[config.mk]
export PLATFORM = sky130hd
export DESIGN_NAME = hilo_muldiv_unit_flat
export DESIGN_NICKNAME = d
export VERILOG_FILES = /design/src/rtl/hilo_muldiv_unit_if.sv /design/src/rtl/hilo_muldiv_unit.sv /design/src/flat_wrapper.sv
export SDC_FILE = /design/constraint.sdc
export NUM_CORES = 1
export LEC_CHECK = 0
export ABC_AREA = 0
export CAP_MARGIN = 20
export CORE_UTILIZATION = 55
export CTS_BUF_LIST = sky130_fd_sc_hd__clkbuf_8
export DETAILED_ROUTE_END_ITERATION = 16
export PLACE_DENSITY = 0.79
export SETUP_SLACK_MARGIN = 0.5
export SLEW_MARGIN = 40
export SYNTH_ARGS = -nofsm -noshare
export SYNTH_HDL_FRONTEND = slang
export SYNTH_SLANG_ARGS = --single-unit
[constraint.sdc]
create_clock -name CLK -period 4.4 [get_ports CLK]
set_input_delay 0.88 -clock CLK [delete_from_list [all_inputs] [get_ports CLK]]
set_output_delay 0.88 -clock CLK [all_outputs]
set_load 0.05 [all_outputs]
[src/rtl/hilo_muldiv_unit_if.sv]
// hilo_muldiv_unit_if: request/result bundle between the datapath and the
// HI/LO multiply/divide unit. The datapath is the master and the unit the slave.
interface hilo_muldiv_unit_if #(
    parameter int DATA_SIZE = 32
) ();
    logic                 Start;
    logic [1:0]           Op;
    logic [DATA_SIZE-1:0] SrcA;
    logic [DATA_SIZE-1:0] SrcB;
    logic                 HIWrite;
    logic                 LOWrite;
    logic [DATA_SIZE-1:0] WData;
    logic [DATA_SIZE-1:0] HI;
    logic [DATA_SIZE-1:0] LO;
    logic                 Busy;
    logic                 Done;
    logic                 Unvalid;

    modport master (
        output Start, Op, SrcA, SrcB, HIWrite, LOWrite, WData,
        input  HI, LO, Busy, Done, Unvalid
    );

    modport slave (
        input  Start, Op, SrcA, SrcB, HIWrite, LOWrite, WData,
        output HI, LO, Busy, Done, Unvalid
    );
endinterface

[src/rtl/hilo_muldiv_unit.sv]
// hilo_muldiv_unit: iterative multiply/divide engine owning the HI/LO pair.
// Op: 0=mult, 1=multu, 2=div, 3=divu. Work is done on operand magnitudes
// (shift-add multiply, restoring divide), and the signs are applied in the
// single FIX cycle that also writes HI/LO.
// Optional build macro MULDIV_EARLY_TERM_EN: multiplies leave CALC as soon as
// no multiplier bits remain, and the product is realigned in FIX.
module hilo_muldiv_unit #(
    parameter int DATA_SIZE = 32,
    parameter int CNT_SIZE  = 6
) (
    input  logic              CLK,
    input  logic              RST,
    hilo_muldiv_unit_if.slave bus
);
    localparam int N = DATA_SIZE;
    localparam logic [CNT_SIZE-1:0] LAST_CNT = CNT_SIZE'(N - 1);

    typedef enum logic [1:0] {IDLE, CALC, FIX, ZERO} state_t;

    // Two's-complement negation of a word when neg is set
    function automatic logic [N-1:0] neg_word(input logic [N-1:0] v, input logic neg);
        return neg ? -v : v;
    endfunction

    // Two's-complement negation of a double word when neg is set
    function automatic logic [2*N-1:0] neg_dword(input logic [2*N-1:0] v, input logic neg);
        return neg ? -v : v;
    endfunction

    state_t              state, state_nxt;
    logic                busy;
    logic                start_ok;
    logic                div_zero;
    logic                signed_op;
    logic signed [N-1:0] src_a_s, src_b_s;
    logic                in_sign_a, in_sign_b;
    logic [N-1:0]        in_mag_a, in_mag_b;

    logic [CNT_SIZE-1:0] cnt;
    logic                is_div_r;
    logic                sign_a, sign_b;
    logic [N-1:0]        opnd_r;     // multiplicand for multiply, divisor for divide
    logic [2*N-1:0]      acc;        // {partial product | remainder, multiplier | dividend/quotient}
    logic                last_iter;

    logic [N:0]          mul_sum;
    logic [N:0]          rem_shift;
    logic [N:0]          div_trial;
    logic [2*N-1:0]      acc_step;

    logic [2*N-1:0]      prod;
    logic [2*N-1:0]      prod_s;
    logic [N-1:0]        res_hi, res_lo;

    logic [N-1:0]        hi_r, lo_r;
    logic                done_r, unvalid_r;

`ifdef MULDIV_EARLY_TERM_EN
    localparam logic [CNT_SIZE-1:0] N_CNT = CNT_SIZE'(N);
    logic [N-1:0]        mplr_rem;   // multiplier bits not yet consumed
`endif

    assign start_ok  = bus.Start && (state == IDLE);
    assign div_zero  = bus.Op[1] && (bus.SrcB == '0);
    assign signed_op = ~bus.Op[0];
    assign src_a_s   = bus.SrcA;
    assign src_b_s   = bus.SrcB;
    assign in_sign_a = signed_op && (src_a_s < 0);
    assign in_sign_b = signed_op && (src_b_s < 0);
    assign in_mag_a  = neg_word(bus.SrcA, in_sign_a);
    assign in_mag_b  = neg_word(bus.SrcB, in_sign_b);

`ifdef MULDIV_EARLY_TERM_EN
    assign last_iter = (cnt == LAST_CNT) || (!is_div_r && ((mplr_rem >> 1) == '0));
`else
    assign last_iter = (cnt == LAST_CNT);
`endif

    // State register
    always_ff @(posedge CLK or posedge RST) begin
        if (RST) state <= IDLE;
        else     state <= state_nxt;
    end

    // Next-state logic and Busy
    always_comb begin
        state_nxt = state;
        busy      = 1'b1;
        case (state)
            IDLE: begin
                busy = 1'b0;
                if (bus.Start) state_nxt = div_zero ? ZERO : CALC;
            end
            CALC:    if (last_iter) state_nxt = FIX;
            FIX:     state_nxt = IDLE;
            ZERO:    state_nxt = IDLE;
            default: state_nxt = IDLE;
        endcase
    end

    // One iteration: shift-add for multiply, restoring shift-subtract for divide
    always_comb begin
        mul_sum   = {1'b0, acc[2*N-1:N]} + (acc[0] ? {1'b0, opnd_r} : '0);
        rem_shift = {acc[2*N-1:N], acc[N-1]};
        div_trial = rem_shift - {1'b0, opnd_r};
        if (is_div_r) begin
            if (!div_trial[N]) acc_step = {div_trial[N-1:0], acc[N-2:0], 1'b1};
            else               acc_step = {rem_shift[N-1:0], acc[N-2:0], 1'b0};
        end else begin
            acc_step = {mul_sum, acc[N-1:1]};
        end
    end

    // Sign fix-up of the finished magnitude result
    always_comb begin
`ifdef MULDIV_EARLY_TERM_EN
        prod = acc >> (N_CNT - cnt);
`else
        prod = acc;
`endif
        prod_s = neg_dword(prod, sign_a ^ sign_b);
        if (is_div_r) begin
            res_lo = neg_word(acc[N-1:0], sign_a ^ sign_b);
            res_hi = neg_word(acc[2*N-1:N], sign_a);
        end else begin
            res_lo = prod_s[N-1:0];
            res_hi = prod_s[2*N-1:N];
        end
    end

    // Operand capture on Start, then one iteration per CALC cycle
    always_ff @(posedge CLK) begin
        if (start_ok) begin
            is_div_r <= bus.Op[1];
            sign_a   <= in_sign_a;
            sign_b   <= in_sign_b;
            opnd_r   <= bus.Op[1] ? in_mag_b : in_mag_a;
            acc      <= {{N{1'b0}}, (bus.Op[1] ? in_mag_a : in_mag_b)};
            cnt      <= '0;
`ifdef MULDIV_EARLY_TERM_EN
            mplr_rem <= in_mag_b;
`endif
        end else if (state == CALC) begin
            acc      <= acc_step;
            cnt      <= cnt + 1'b1;
`ifdef MULDIV_EARLY_TERM_EN
            mplr_rem <= mplr_rem >> 1;
`endif
        end
    end

    // HI/LO ownership and the Done/Unvalid pulses
    always_ff @(posedge CLK or posedge RST) begin
        if (RST) begin
            hi_r      <= '0;
            lo_r      <= '0;
            done_r    <= 1'b0;
            unvalid_r <= 1'b0;
        end else begin
            done_r    <= (state == FIX) || (state == ZERO);
            unvalid_r <= (state == ZERO);
            if (state == FIX) begin
                hi_r <= res_hi;
                lo_r <= res_lo;
            end else if (state == IDLE) begin
                if (bus.HIWrite) hi_r <= bus.WData;
                if (bus.LOWrite) lo_r <= bus.WData;
            end
        end
    end

    assign bus.HI      = hi_r;
    assign bus.LO      = lo_r;
    assign bus.Busy    = busy;
    assign bus.Done    = done_r;
    assign bus.Unvalid = unvalid_r;
endmodule
[src/flat_wrapper.sv]
// flat-port wrapper written by rule: the top's interface ports become plain ports
module hilo_muldiv_unit_flat 
#(
    parameter int DATA_SIZE = 32,
    parameter int CNT_SIZE  = 6
)
  (CLK, RST, bus_Start, bus_Op, bus_SrcA, bus_SrcB, bus_HIWrite, bus_LOWrite, bus_WData, bus_HI, bus_LO, bus_Busy, bus_Done, bus_Unvalid);
  hilo_muldiv_unit_if #(.DATA_SIZE(DATA_SIZE)) bus_i ();
  input  logic CLK;
  input  logic RST;
  input wire logic [$bits(bus_i.Start)-1:0] bus_Start;
  input wire logic [$bits(bus_i.Op)-1:0] bus_Op;
  input wire logic [$bits(bus_i.SrcA)-1:0] bus_SrcA;
  input wire logic [$bits(bus_i.SrcB)-1:0] bus_SrcB;
  input wire logic [$bits(bus_i.HIWrite)-1:0] bus_HIWrite;
  input wire logic [$bits(bus_i.LOWrite)-1:0] bus_LOWrite;
  input wire logic [$bits(bus_i.WData)-1:0] bus_WData;
  output wire logic [$bits(bus_i.HI)-1:0] bus_HI;
  output wire logic [$bits(bus_i.LO)-1:0] bus_LO;
  output wire logic [$bits(bus_i.Busy)-1:0] bus_Busy;
  output wire logic [$bits(bus_i.Done)-1:0] bus_Done;
  output wire logic [$bits(bus_i.Unvalid)-1:0] bus_Unvalid;
  assign bus_i.Start = bus_Start;
  assign bus_i.Op = bus_Op;
  assign bus_i.SrcA = bus_SrcA;
  assign bus_i.SrcB = bus_SrcB;
  assign bus_i.HIWrite = bus_HIWrite;
  assign bus_i.LOWrite = bus_LOWrite;
  assign bus_i.WData = bus_WData;
  assign bus_HI = bus_i.HI;
  assign bus_LO = bus_i.LO;
  assign bus_Busy = bus_i.Busy;
  assign bus_Done = bus_i.Done;
  assign bus_Unvalid = bus_i.Unvalid;
  hilo_muldiv_unit #(.DATA_SIZE(DATA_SIZE), .CNT_SIZE(CNT_SIZE)) u_core (.CLK(CLK), .RST(RST), .bus(bus_i));
endmodule
==> results of run 1 <==
==> synthesized netlist by cell type (21+ instances only) <==
master,instances
nor2_1,195
mux2i_1,89
a21o_1,22
inv_1,76
a22oi_1,21
o31ai_1,37
dfrtp_1,68
nand2_1,189
nand2b_1,21
edfxtp_1,67
clkbuf_1,65
a31oi_1,30
a21oi_1,173
nor3_1,56
dfxtp_1,38
ha_1,69
xnor2_1,101
o21ai_0,120
nand3_1,29
xor2_1,71
==> cell type report <==
type | count | share of cell area, %
timing repair buffer | 213 | 11.90
sequential | 173 | 26.06
clock buffer | 17 | 1.363
inverter | 78 | 1.720
clock inverter | 15 | 1.232
tap | 335 | 2.442
multi-input combinational | 1463 | 55.28
==> kinds of logic (layout without fill, tap and decap cells) <==
kind of cell | count (synthesis) | count (layout) | share of synthesized area, %
and+or+nand+nor | 601 | 601 | 19.29
muxes | 89 | 89 | 6.116
adders and majority gates | 71 | 71 | 6.202
AOI/OAI and AO/OA | 530 | 530 | 22.78
DFF | 173 | 173 | 30.72
buffers and inverters | 169 | 323 | 4.544
xor gates and xnor gates | 172 | 172 | 10.34
==> state kept, by name, indices dropped and copies added (netlist names) <==
signal	flops
u_core.state	2
u_core.bus.LO	32
u_core.sign_b	1
u_core.is_div_r	1
u_core.bus.HI	32
u_core.acc	64
u_core.bus.Unvalid	1
u_core.bus.Done	1
u_core.sign_a	1
u_core.cnt	6
u_core.opnd_r	32
==> power groups by stage <==
stage          Sequential (mW)  Clock (mW)  Combinational, mW
3_3_place_gp              2.97           0               6.12
6_report                  2.99        1.23               6.38
2_1_floorplan             3.40           0               3.77
3_5_place_dp              2.98           0               6.21
4_1_cts                   2.95        1.24               6.24
5_1_grt                   3.03        1.29               6.87
==> stage by stage <==
step | instance area, um2 | hold slack, ns | setup slack [ns]
floorplan | 14570 | 0.4537 | 1.129
global placement | 16660 | 0.4593 | 0.4747
detailed placement | 16690 | 0.4672 | 0.4251
CTS | 17130 | 0.4928 | 0.6563
global route | 17170 | 0.5122 | 0.4934
finish | 17170 | 0.4877 | 0.6373
==> per-layer routing <==
layer,GRT usage [%],wire (um)
met4,16.06,2112
met1,48.93,20790
met5,0,0
met3,6.253,4121
met2,58.46,22770
==> worst max-delay path, delay by kind of cell (launching register included) <==
family	cells	cell delay (ns)
AOI/OAI and AO/OA	7	1.68
buffers and inverters	3	0.73
DFF	1	0.52
adders and majority gates	1	0.35
and+or+nand+nor	2	0.20
xor gates and xnor gates	1	0.15
==> timing repair <==
action,4_1_cts,5_1_grt
buffers inserted,0,0
resized for setup,0,5
setup endpoints to repair,0,10
==> final timing paths <==
path	slack (ns)	from	to	cells past startpoint
max reg2reg	0.64	u_core.acc[0]	u_core.acc[50]	14
max	0.64	u_core.acc[0]	u_core.acc[50]	14
min reg2reg	0.49	u_core.bus.HI[12]	u_core.bus.HI[12]	2
max in group asynchronous	2.88	RST	u_core.bus.HI[4]	3
min in group asynchronous	0.81	RST	u_core.bus.LO[10]	2
min	0.49	u_core.bus.HI[12]	u_core.bus.HI[12]	2
==> run_results.csv, run 1 <==
group,metric,value,unit
status,status,"finished clean",
finish,drive_gt1_share,5.921,%
logic_synthesis,syn_nets,1979,
logic_synthesis,async_reset_ff_share,39.31,%
hold_path,hp-class,"flop to flop",
global_route,grt_max_degree,58,
pwr,combinationalPowerShare,60.2,%
pwr,swShare,51.06,%
pwr,p_clk_share,11.6,%
global_route,antenna_found_initial,0,
worst_setup_path,cp_slowest_cell,"edfxtp_1",
routing,drt_first_pass_iters,5,
routing,ant_nets,0,
finish,finalNonFillerCells,2294,
worst_setup_path,endpoint_kind,"flop",
floorplan,die_y,164.7,um
global_route,grt_pass1_wl,75650,um
floorplan,die_w,164.7,um
sta,finalSetupTns,0,ns
routing,drc,0,
floorplan,dieArea,27140,um2
logic_synthesis,synth_cells,1805,
clocking,hold_buffers,0,
worst_setup_path,path_class,"flop to flop",
logic_synthesis,synth_area,14570,um2
sta,hold_viol,0,
finish,nFillCells,2245,
finish,multi_input_area,9490,um2
clocking,cts_buffers,17,
placed_design,place.gp.congestion,0.9968,
clocking,clock_path_buffers,2,
sta,relSlewSlack,46.91,%
finish,regArea,4474,um2
sta,slew_violations,0,
placed_design,placed_cells,2261,
finish,final_core_util,66.06,%
floorplan,pin_count,170,
sta,period_share,85.52,%
finish,final_cell_mix,"nor2_1 (194), nand2_1 (188), a21oi_1 (172), clkdlybuf4s50_1 (169), o21ai_0 (120)",
pwr,p_sw,5.415,mW
logic_synthesis,syn-mean-instance-area,8.069,um2
logic_synthesis,yosysSeqAreaShare,30.72,%
logic_synthesis,synthDistinctLibCells,84,
clocking,clkSinkCount,173,
pwr,p_int,5.191,mW
routing,vias,14520,
global_route,grt_util_all_layers,36.74,%
clocking,cts_tree,"done",
worst_setup_path,arrival,4.14,ns
floorplan,floorplan.initialDensity,56.05,%
pwr,power_density,617.8,nW/um2
routing,drtIter0Drc,1733,
worst_setup_path,worstPathCellList,"inv_1 > buf_4 > nor2_1 > ha_1 > a21oi_1 > nand3b_1 > o2bb2ai_1 > o21ai_0 > buf_4 > a31oi_1 > o21ai_0 > xnor2_1 > a22oi_1 > o21ai_0",
clocking,clock_latency,0.51,ns
routing,wl,49790,um
pwr,power_frac_seq,28.2,%
worst_setup_path,crit_required,4.77,ns
clocking,clock-root-buffer,"clkbuf_8",
pwr,ir_drop,0.0003952,V
sta,min_period,3.763,ns
placed_design,place_hpwl,38870,um
routing,wl_per_cell,21.71,um
pwr,p_total,10.61,mW
sta,worst_pin_slew,0.7963,ns
finish,layout_commonest_cell,"nor2_1",
global_route,gr-total-overflow,0,
clocking,path_clk_slew,0.12,ns
floorplan,row_count,59,
routing,viasPerCell,6.330,
sta,max_clock_freq,265.8,MHz
worst_setup_path,setup.worst_path.start_class,"flop",
logic_synthesis,ys_ff_latch,173,
floorplan,coreArea,25980,um2
finish,syn_to_final_growth,17.86,%
sta,setup_viol,0,
logic_synthesis,yosys_warnings,0,
finish,diodes,0,
sta,rsz0062_at_grt,"true",
pwr,leakage,7.094,nW
clocking,h-tree-depth,4,
logic_synthesis,synth_edf_count,67,
finish,nNetsFinal,2120,
worst_setup_path,crit_fanout,17,
job,maxCapViolations,0,
logic_synthesis,synth_top_area_share,13.81,%
logic_synthesis,synth_flop_cell,"dfrtp_1",
worst_setup_path,slowest_delay,0.52,ns
logic_synthesis,synth.area.top_cells,"edfxtp_1 (14%), dfrtp_1 (12%), mux2i_1 (6.1%)",
global_route,grt_pass1_vias,13482,
logic_synthesis,synth_top_cell_by_area,"edfxtp_1",
worst_setup_path,crit_path_frequent_cell,"o21ai_0",
sta,worst_clock_skew,0.03791,ns
placed_design,numPortBuffers,169,
(Power assumes the default switching activity.)
==> run 2, diff against run 1 <==
- CORE_UTILIZATION: 55 -> 50
- PLACE_DENSITY: 0.79 -> 0.72
==> run 2 against run 1 <==
Die area grew 9.9%. Clock power shrank 7%. Worst setup slack improved by 0.042 ns. Critical path depth fell by 2. Sequential share of layout area hardly changed. Critical path type unchanged. Critical endpoint is now u_core.acc[63]. Largest power group unchanged.
==> run_results.csv, run 2 (synthesized netlist as in run 1, its figures left out) <==
group,metric,value,unit
status,status,"finished clean",
worst_setup_path,rr_endpoint,"u_core.acc[63]",
clocking,path_clk_slew,0.10,ns
finish,final_core_util,59.83,%
pwr,p_int,5.170,mW
worst_setup_path,crit_required,4.76,ns
finish,drive_gt1_share,5.813,%
routing,wl,50530,um
finish,largest_register_ff_count,64,
sta,relSlewSlack,44.84,%
pwr,power_density,612.3,nW/um2
worst_setup_path,path_buf_inv,0,
hold_path,hold_path_depth,2,
pwr,power_frac_seq,28.6,%
finish,nNetsFinal,2122,
job,maxCapViolations,0,
floorplan,die_w,172.7,um
floorplan,pin_count,170,
worst_setup_path,cp_slowest_cell,"edfxtp_1",
sta,hold_viol,0,
pwr,p_sw,5.344,mW
sta,rsz0062_at_grt,"false",
worst_setup_path,r2r_start,"u_core.acc[0]",
worst_setup_path,arrival,4.09,ns
finish,finalNonFillerCells,2346,
global_route,grt_util_all_layers,33.16,%
worst_setup_path,setup.worst_path.start_class,"flop",
global_route,grt_max_degree,58,
sta,max_clock_freq,268.8,MHz
worst_setup_path,path_delay_family,"compound AO/OA/AOI/OAI gates",
sta,min_period,3.721,ns
hold_path,min_to,"u_core.bus.HI[7]",
finish,nFillCells,2726,
clocking,clock_latency,0.50,ns
sta,setup_viol,0,
worst_setup_path,ff2ff_setup_slack,0.68,ns
pwr,ir_drop,0.0003027,V
worst_setup_path,crit_fanout,6,
routing,viasPerCell,6.225,
routing,wl_per_cell,21.54,um
clocking,cts_setup_buffers,0,
placed_design,placed_area,16780,um2
clocking,hold_buffers,0,
finish,largest_register,"u_core.acc",
floorplan,dieArea,29820,um2
sta,worst_pin_slew,0.8275,ns
pwr,leakage,7.080,nW
placed_design,place.gp.congestion,1.003,
clocking,ctsResizeCount,0,
hold_path,hold_start,"u_core.bus.HI[7]",
placed_design,placed_cells,2313,
floorplan,floorplan.initialDensity,50.75,%
clocking,clkSinkCount,173,
worst_setup_path,rr_worst_depth,12,
clocking,cts_tree,"done",
pwr,p_clk_share,10.8,%
global_route,grt_pass1_vias,13876,
pwr,swShare,50.83,%
worst_setup_path,worstPathCellList,"and2_1 > ha_1 > fa_1 > a211oi_2 > o211ai_1 > nand3_2 > o21bai_1 > a2111o_1 > a41o_1 > a211o_1 > a41oi_1 > o221ai_1",
global_route,antenna_found_initial,0,
hold_path,hp-class,"flop to flop",
global_route,gr-total-overflow,0,
clocking,h-tree-depth,4,
sta,worst_clock_skew,0.02349,ns
floorplan,die_y,172.7,um
finish,final_cell_mix,"nor2_1 (194), nand2_1 (189), a21oi_1 (172), clkdlybuf4s50_1 (169), o21ai_0 (120)",
routing,vias,14604,
clocking,clock_path_buffers,2,
sta,period_share,84.56,%
worst_setup_path,slowest_delay,0.53,ns
routing,ant_nets,0,
sta,slew_violations,0,
clocking,cts_buffers,17,
placed_design,numPortBuffers,169,
sta,finalSetupTns,0,ns
clocking,clock-root-buffer,"clkbuf_8",
routing,drt_first_pass_iters,10,
routing,drtIter0Drc,1410,
floorplan,coreArea,28700,um2
finish,layout_commonest_cell,"nor2_1",
floorplan,row_count,62,
global_route,grt_pass1_wl,77360,um
finish,syn_to_final_growth,17.89,%
worst_setup_path,cp.depth,12,
pwr,combinationalPowerShare,60.6,%
routing,drc,0,
finish,stdcell_area,17170,um2
worst_setup_path,path_class,"flop to flop",
worst_setup_path,endpoint_kind,"flop",
placed_design,place_hpwl,39310,um
==> run 2: cell count changes in the layout (fill, tap and decap cells not counted), sizes merged <==
cell / delta
clkinvlp: +1
buf: +2
inv: +5
clkinv: -6
diode: +1
==> run 2: through the flow <==
step | setup WS [ns] | power [mW] | hold WS, ns
4_1_cts | 0.6790 | 10.36 | 0.4932
5_1_grt | 0.5089 | 11.10 | 0.5089
6_report | 0.6792 | 10.51 | 0.4870
2_1_floorplan | 1.129 | 7.165 | 0.4537
3_5_place_dp | 0.3992 | 9.219 | 0.4661
3_3_place_gp | 0.4727 | 9.125 | 0.4588
==> run 2: how the worst max path moves through the flow <==
| stage | start | endpoint | slack, ns |
|---|---|---|---|
| 3_5_place_dp | bus_SrcA[4] | u_core.acc[26] | 0.40 |
| 4_1_cts | u_core.acc[0] | u_core.acc[63] | 0.68 |
| 2_1_floorplan | u_core.acc[0] | u_core.acc[63] | 1.13 |
| 3_3_place_gp | bus_SrcA[4] | u_core.acc[28] | 0.47 |
| 5_1_grt | u_core.acc[0] | u_core.acc[52] | 0.51 |
| 6_report | u_core.acc[0] | u_core.acc[63] | 0.68 |
==> run 2: power groups by stage <==
stage               clock network (mW)  registers [mW]  logic (mW)
global route                      1.20            3.06        6.85
CTS                               1.14            2.97        6.24
global placement                     0            3.00        6.13
detailed placement                   0            3.01        6.21
floorplan                            0            3.40        3.77
finish                            1.14            3.01        6.37
==> run 2: layer usage <==
metal | routed length [um] | track usage, % | up-vias
met1 | 21270 | 43.64 | 6941
met5 | 0 | 0 | -
li1 | - | - | 6812
met2 | 22500 | 52.12 | 723
met4 | 2646 | 17.81 | 0
met3 | 4113 | 5.607 | 128
==> run 2: tightest hold or removal path: cells and delay by family (launching register included) <==
family / cells / cell delay [ns]
compound gates: 1 / 0.05
simple gates: 1 / 0.05
flops: 1 / 0.36
==> run 2: cell type report <==
cell class	count	area (um2)	share of cell area, %
Antenna cell	1	2.502	0.01457
Clock buffer	17	234.0	1.363
Clock inverter	15	147.6	0.8598
Inverter	78	295.3	1.720
Multi-Input combinational cell	1463	9475	55.18
Sequential cell	173	4474	26.06
Tap cell	384	480.5	2.798
Timing Repair Buffer	215	2062	12.01
